==> src/rtl/vga_pkg.sv <==
// Shared VGA raster package: default 800x600@72 timing, coordinate widths and
// the helper used to form line/frame totals from porch/sync/visible lengths.
package vga_pkg;

    localparam int X_W = 11;
    localparam int Y_W = 10;

    localparam int X_TOTAL_MAX = 2047;
    localparam int Y_TOTAL_MAX = 1023;

    localparam int DEF_H_VIS  = 800;
    localparam int DEF_H_FP   = 56;
    localparam int DEF_H_SYNC = 120;
    localparam int DEF_H_BP   = 64;
    localparam int DEF_V_VIS  = 600;
    localparam int DEF_V_FP   = 37;
    localparam int DEF_V_SYNC = 6;
    localparam int DEF_V_BP   = 23;

    function automatic int vga_total(input int vis, input int fp, input int sync, input int bp);
        return vis + fp + sync + bp;
    endfunction

endpackage

==> src/rtl/pix_delay_line.sv <==
// Enable-gated shift register with synchronous active-low reset; keeps the
// sync/visible decodes aligned with the downstream pixel pipeline.
module pix_delay_line #(
    parameter int DEPTH = 2,
    parameter int WIDTH = 3
) (
    input  logic             i_clk,
    input  logic             i_rst_n,
    input  logic             i_en,
    input  logic [WIDTH-1:0] i_data,
    output logic [WIDTH-1:0] o_data
);

    logic [WIDTH-1:0] r_stage [DEPTH];

    // Shift one stage per enable; clear every stage on reset.
    always_ff @(posedge i_clk) begin
        if (!i_rst_n) begin
            for (int i = 0; i < DEPTH; i++) begin
                r_stage[i] <= '0;
            end
        end else if (i_en) begin
            r_stage[0] <= i_data;
            for (int i = 1; i < DEPTH; i++) begin
                r_stage[i] <= r_stage[i-1];
            end
        end else begin
            for (int i = 0; i < DEPTH; i++) begin
                r_stage[i] <= r_stage[i];
            end
        end
    end

    assign o_data = r_stage[DEPTH-1];

endmodule

==> src/rtl/vga_timing_gen.sv <==
// VGA raster timing generator: pixel prescaler, x/y counters, sync/visible decode
// through a pixel-tick delay line. Optional macro VGA_TIMING_FRAME_CNT_EN adds o_frame_count.
module vga_timing_gen
    import vga_pkg::*;
#(
    parameter int   H_VIS      = DEF_H_VIS,
    parameter int   H_FP       = DEF_H_FP,
    parameter int   H_SYNC     = DEF_H_SYNC,
    parameter int   H_BP       = DEF_H_BP,
    parameter int   V_VIS      = DEF_V_VIS,
    parameter int   V_FP       = DEF_V_FP,
    parameter int   V_SYNC     = DEF_V_SYNC,
    parameter int   V_BP       = DEF_V_BP,
    parameter logic SYNC_POL   = 1'b1,
    parameter int   CLK_DIV    = 1,
    parameter int   SYNC_DELAY = 2
) (
    input  logic           i_clk,
    input  logic           i_rst_n,
    output logic [X_W-1:0] o_x_count,
    output logic [Y_W-1:0] o_y_count,
    output logic           o_pix_ce,
    output logic           o_hsync,
    output logic           o_vsync,
    output logic           o_video_on,
    output logic           o_line_start,
    output logic           o_frame_start
`ifdef VGA_TIMING_FRAME_CNT_EN
    ,
    output logic [7:0]     o_frame_count
`endif
);

    localparam int H_TOTAL = vga_total(H_VIS, H_FP, H_SYNC, H_BP);
    localparam int V_TOTAL = vga_total(V_VIS, V_FP, V_SYNC, V_BP);

    localparam logic [X_W-1:0] X_MAX  = X_W'(H_TOTAL - 1);
    localparam logic [Y_W-1:0] Y_MAX  = Y_W'(V_TOTAL - 1);
    localparam logic [X_W-1:0] X_VIS  = X_W'(H_VIS);
    localparam logic [Y_W-1:0] Y_VIS  = Y_W'(V_VIS);
    localparam logic [X_W-1:0] HS_BEG = X_W'(H_VIS + H_FP);
    localparam logic [X_W-1:0] HS_END = X_W'(H_VIS + H_FP + H_SYNC - 1);
    localparam logic [Y_W-1:0] VS_BEG = Y_W'(V_VIS + V_FP);
    localparam logic [Y_W-1:0] VS_END = Y_W'(V_VIS + V_FP + V_SYNC - 1);
    localparam logic [1:0]     P_MAX  = 2'(CLK_DIV - 1);

    if (H_TOTAL > X_TOTAL_MAX || V_TOTAL > Y_TOTAL_MAX || CLK_DIV < 1 || CLK_DIV > 4 ||
        SYNC_DELAY < 0 || SYNC_DELAY > 7) begin : g_param_err
        $error("vga_timing_gen: timing parameters out of range");
    end

    logic [1:0]     r_presc;
    logic [X_W-1:0] r_x;
    logic [Y_W-1:0] r_y;
    logic           r_line_start;
    logic           r_frame_start;
    logic           r_run;

    logic           w_pix_ce;
    logic           w_x_last;
    logic           w_y_last;
    logic [1:0]     w_presc_nxt;
    logic [X_W-1:0] w_x_nxt;
    logic [Y_W-1:0] w_y_nxt;
    logic [2:0]     w_raw;
    logic [2:0]     w_dly;
    logic [2:0]     w_out;

    assign w_pix_ce = (r_presc == 2'd0);
    assign w_x_last = (r_x == X_MAX);
    assign w_y_last = (r_y == Y_MAX);

    // Next prescaler and raster position; wrap by compare against the totals.
    always_comb begin
        w_presc_nxt = r_presc;
        w_x_nxt     = r_x;
        w_y_nxt     = r_y;
        if (r_presc == P_MAX) begin
            w_presc_nxt = 2'd0;
        end else begin
            w_presc_nxt = r_presc + 2'd1;
        end
        if (w_pix_ce) begin
            if (w_x_last) begin
                w_x_nxt = '0;
                if (w_y_last) begin
                    w_y_nxt = '0;
                end else begin
                    w_y_nxt = r_y + 10'd1;
                end
            end else begin
                w_x_nxt = r_x + 11'd1;
            end
        end else begin
            w_x_nxt = r_x;
            w_y_nxt = r_y;
        end
    end

    // Counter state; wrap pulses are registered so they coincide with the wrapped value.
    always_ff @(posedge i_clk) begin
        if (!i_rst_n) begin
            r_presc       <= 2'd0;
            r_x           <= '0;
            r_y           <= '0;
            r_line_start  <= 1'b0;
            r_frame_start <= 1'b0;
            r_run         <= 1'b0;
        end else begin
            r_presc       <= w_presc_nxt;
            r_x           <= w_x_nxt;
            r_y           <= w_y_nxt;
            r_line_start  <= w_pix_ce & w_x_last;
            r_frame_start <= w_pix_ce & w_x_last & w_y_last;
            r_run         <= 1'b1;
        end
    end

    // Raw {hsync, vsync, visible} decode of the undelayed coordinates.
    always_comb begin
        w_raw    = 3'b000;
        w_raw[2] = (r_x >= HS_BEG) && (r_x <= HS_END);
        w_raw[1] = (r_y >= VS_BEG) && (r_y <= VS_END);
        w_raw[0] = (r_x < X_VIS) && (r_y < Y_VIS);
    end

    if (SYNC_DELAY > 0) begin : g_dly
        pix_delay_line #(
            .DEPTH(SYNC_DELAY),
            .WIDTH(3)
        ) u_dly (
            .i_clk  (i_clk),
            .i_rst_n(i_rst_n),
            .i_en   (w_pix_ce),
            .i_data (w_raw),
            .o_data (w_dly)
        );
    end else begin : g_nodly
        assign w_dly = w_raw;
    end

    // r_run keeps the zero-delay decode inactive on the clk right after reset.
    assign w_out = r_run ? w_dly : 3'b000;

    assign o_x_count     = r_x;
    assign o_y_count     = r_y;
    assign o_pix_ce      = w_pix_ce;
    assign o_hsync       = w_out[2] ? SYNC_POL : ~SYNC_POL;
    assign o_vsync       = w_out[1] ? SYNC_POL : ~SYNC_POL;
    assign o_video_on    = w_out[0];
    assign o_line_start  = r_line_start;
    assign o_frame_start = r_frame_start;

`ifdef VGA_TIMING_FRAME_CNT_EN
    logic [7:0] r_frame_count;

    // Frame counter advances together with the frame wrap, 255 -> 0.
    always_ff @(posedge i_clk) begin
        if (!i_rst_n) begin
            r_frame_count <= 8'd0;
        end else if (w_pix_ce && w_x_last && w_y_last) begin
            r_frame_count <= r_frame_count + 8'd1;
        end else begin
            r_frame_count <= r_frame_count;
        end
    end

    assign o_frame_count = r_frame_count;
`endif

endmodule

==> config.mk <==
export PLATFORM = sky130hd
export DESIGN_NAME = vga_timing_gen
export DESIGN_NICKNAME = d
export VERILOG_FILES = /design/src/rtl/vga_pkg.sv /design/src/rtl/pix_delay_line.sv /design/src/rtl/vga_timing_gen.sv
export SDC_FILE = /design/constraint.sdc
export NUM_CORES = 1
export LEC_CHECK = 0
export CAP_MARGIN = 10
export CORE_UTILIZATION = 35
export CTS_BUF_LIST = sky130_fd_sc_hd__clkbuf_16
export CTS_CLUSTER_SIZE = 28
export DETAILED_ROUTE_END_ITERATION = 10
export GPL_TIMING_DRIVEN = 0
export MAX_ROUTING_LAYER = met4
export PLACE_DENSITY = 0.68
export SYNTH_ARGS = -nofsm -noshare
export SYNTH_HDL_FRONTEND = slang
export SYNTH_SLANG_ARGS = --single-unit
==> constraint.sdc <==
create_clock -name i_clk -period 2.03 [get_ports i_clk]
set_input_delay 0.203 -clock i_clk [delete_from_list [all_inputs] [get_ports i_clk]]
set_output_delay 0.203 -clock i_clk [all_outputs]
set_load 0.02 [all_outputs]
==> summary.md <==
| Metric | Value |
|---|---|
| Multiplexer share of the synthesized area | `1.28%` |
| Peak clock frequency supported by timing | `0.502 GHz` |
| Most used flip-flop cell after synthesis | `dfxtp_1` |
| PnR Total Power | `1.42 mW` |
| CTS tree | `done` |
| Initial antenna violation count | `0` |
| Required time at the worst-slack endpoint | `2.24 ns` |
| Nature of the critical path startpoint | `flop` |
| Via count of the first global-routing pass | `1088` |
| Critical setup path kind | `reg -> reg` |
| Post-synth top cells | `dfxtp_1, nand2_1, nor2_1, inv_1, xnor2_1` |
| Fraction of post-synthesis cell area in the top cell type by area | `33.3%` |
| Number of DRC markers in iteration 0 | `67` |
| Ys async rst share | `0%` |
| Remaining number of nets flagged by the antenna check after routing | `0` |
| Kind of end point of the critical path | `flop` |
| Critical register-to-register path startpoint | `o_x_count[7]$_SDFFE_PN0P_` |
| Post-Place Setup Slack | `-0.0884 ns` |
| Count of endpoints failing hold in the final timing report | `0` |
| Post-route clock skew | `0.00257 ns` |
| Initial core utilization | `37.7%` |
| Hold_sp | `r_presc[0]$_SDFF_PP0_` |
| Cell taking the most area after synthesis | `dfxtp_1` |
| Yosys synthesis warning count | `0` |
| Total Routed Length | `3300 um` |
| Post-synth net total | `188` |
| Biggest fanout along the worst timing path | `8` |
| Top-count cell post-synth | `dfxtp_1` |
| Placement Rows | `23` |
| GP Congestion | `0.802` |
| Post-cts hold buffer count | `0` |
| Instance area at placement | `1930 sq um` |
| Number of buffer cells added on primary ports | `28` |
| Global-route wire length before repair | `5070 um` |
| Wire length per cell | `12.3 um` |
| Vias after detailed routing | `1321` |
| Core utilization of the finished layout | `51.6%` |
| CTS sink count | `32` |
| Post-route cell area | `2140 sq um` |
| Period utilisation layout | `98.1%` |
| Pin count of the biggest net entering global routing | `11` |
| Detailed-route vias per instance | `4.93` |
| Setup slack after layout | `0.0395 ns` |
| Area grow syn2layout | `36.9%` |
| Mapped cell area | `1560 sq um` |
| Die W | `68.8 um` |
| Number of search-and-repair iterations in the first detailed-routing pass | `4` |
| Hpwl dp | `2190 um` |
| Startpoint of the most critical setup path | `o_x_count[7]$_SDFFE_PN0P_` |
| EDFF count, synth | `6` |
| Number of antenna cells inserted | `0` |
| Cell types occupying the most area after synthesis | `dfxtp_1, edfxtp_1, ha_1, nand2_1, xnor2_1` |
| Buffer type at the clock tree root | `clkbuf_16` |
| Largest family of logic cells by synthesized area | `simple AND/OR/NAND/NOR gates` |
| Share of cells above drive strength 1 | `13.3%` |
| Average instance area after synthesis | `8.72 sq um` |
| Multi-input combinational cell area | `848 sq um` |
| Worst min-delay path category | `reg -> reg` |
| Number of distinct library cells after synthesis | `34` |
| Inserted Clock Buffers | `5` |
| Post-Synth Simple-Gate Area | `29.6%` |
| Outcome | `completed` |
| Count of endpoints failing setup in the final report | `0` |
| I/O pin cnt | `29` |
| Crit path arrival time | `2.20 ns` |
| Fill cell count | `409` |
| Accumulated negative setup slack | `0 ns` |
| Maximum vdd ir drop | `0.000424 V` |
| Global router's overall resource usage | `15.6%` |
| Final count of pins violating max slew | `0` |
| Clock latency at the later pin of the worst-skew pair | `0.28 ns` |
| Post-CTS clock slew at the launch and capture registers of the worst setup and hold paths | `0.05 ns` |
| Synth Instances | `179` |
| Leakage power figure | `0.759 nW` |
| Parity-gate share of the synthesized area counting xor and xnor cells | `6.17%` |
| Seq. cell area | `713 sq um` |
| Worst max-slew margin expressed relative to the limit | `67.5%` |
| Grt total ovfl | `0` |
| Part of the Yosys area used for sequential elements | `44.9%` |
| Die extent in y | `68.8 um` |
| Power Density | `662 nW/um^2` |
| Remaining design rule violation count | `0` |
| Core region area | `4140 sq um` |
| Worst R2R Path Depth | `5` |
| Number of levels in the clock H-tree | `2` |
| Final min period | `1.99 ns` |
| Worst hold path stage count | `1` |
| Synth Area in Compound Gates | `8.81%` |
| Post-synthesis adder-cell area fraction | `5.61%` |
| Slew of the pin with the lowest slew margin | `0.484 ns` |
| Die footprint | `4730 sq um` |
| Max-cap violation count | `0` |
| Post-synthesis register bit count | `32` |
| Net count of the finished layout | `226` |
| Buffer levels on the longest clock path | `2` |
## critical path, stage by stage, from the launching register on
cell and delay [ns]:
dfxtp_2 0.36, or3_4 0.43, or4_4 0.55, buf_6 0.14, or3_1 0.33, a21oi_2 0.12
## timing repair
item,4_1_cts,5_1_grt
resized for setup,2,11
endpoints found under the setup margin,5,7
gates cloned,0,0
pin swaps,3,2
setup buffers,2,4
## sequential cells by signal, indices dropped and copies added, names as in the netlist
register	cells
g_dly.u_dly.r_stage	6
o_frame_start	1
o_line_start	1
o_x_count	11
o_y_count	10
r_presc	2
r_run	1
## cells in the final DEF, fill, tap and decap left out, types with 3 or more instances in the layout
master / netlist / final
clkbuf_16: 0 / 5
o22ai_1: 3 / 3
nand3_1: 6 / 6
nor4_1: 3 / 3
nor2b_1: 3 / 3
or3_1: 7 / 6
xnor2_1: 9 / 9
nand4_1: 5 / 5
and2_1: 8 / 8
buf_4: 0 / 6
nand2_1: 21 / 21
and3_1: 3 / 3
edfxtp_1: 6 / 6
o21ai_0: 8 / 8
dfxtp_2: 0 / 7
nor3_1: 4 / 4
dfxtp_1: 26 / 18
a21oi_1: 8 / 7
nor2_1: 18 / 18
ha_1: 7 / 5
clkdlybuf4s50_1: 0 / 28
inv_1: 9 / 10
## power breakdown
part           leakage [nW]  total, mW  switching (mW)  internal, mW
Clock                0.0738      0.691           0.252         0.440
Sequential            0.286      0.666          0.0115         0.654
Combinational         0.399     0.0577          0.0325        0.0252
Total                 0.759       1.42           0.296          1.12
## cells by family (layout without fill, tap and decap cells)
family | after synthesis | after routing
compound gates | 24 | 24
simple gates | 88 | 88
buf+inv | 15 | 54
flops | 32 | 32
mux | 2 | 2
xor+xnor | 11 | 11
fa+ha+maj | 7 | 7
## stage by stage
| stage | hold WS, ns | instances |
|---|---|---|
| floorplan | 0.231 | 179 |
| global placement | 0.403 | 257 |
| detailed placement | 0.414 | 257 |
| CTS | 0.420 | 267 |
| global route | 0.466 | 268 |
| finish | 0.439 | 268 |
## worst paths after layout
check                                   end  slack [ns]
setup reg to reg  o_y_count[9]$_SDFFE_PN0P_        0.04
setup / recovery  o_y_count[9]$_SDFFE_PN0P_        0.04
hold reg to reg       r_presc[0]$_SDFF_PP0_        0.44
hold / removal        r_presc[0]$_SDFF_PP0_        0.44
## area by class of cell
class / count / share of cell area, %
buffer: 3 / 0.878
multi-input combinational: 132 / 39.7
sequential: 32 / 33.4
clock inverter: 3 / 0.527
timing repair buffer: 34 / 15.2
tap: 50 / 2.93
inverter: 9 / 1.58
clock buffer: 5 / 5.85
## routing by layer
layer	wire (um)	GRT usage [%]	part of all wire, %
met5	0	-	0
met4	27	6.38	0.82
met3	152	5.76	4.6
met1	1620	19.5	49
met2	1500	22.5	45
Power figures use the tool's default switching activity.
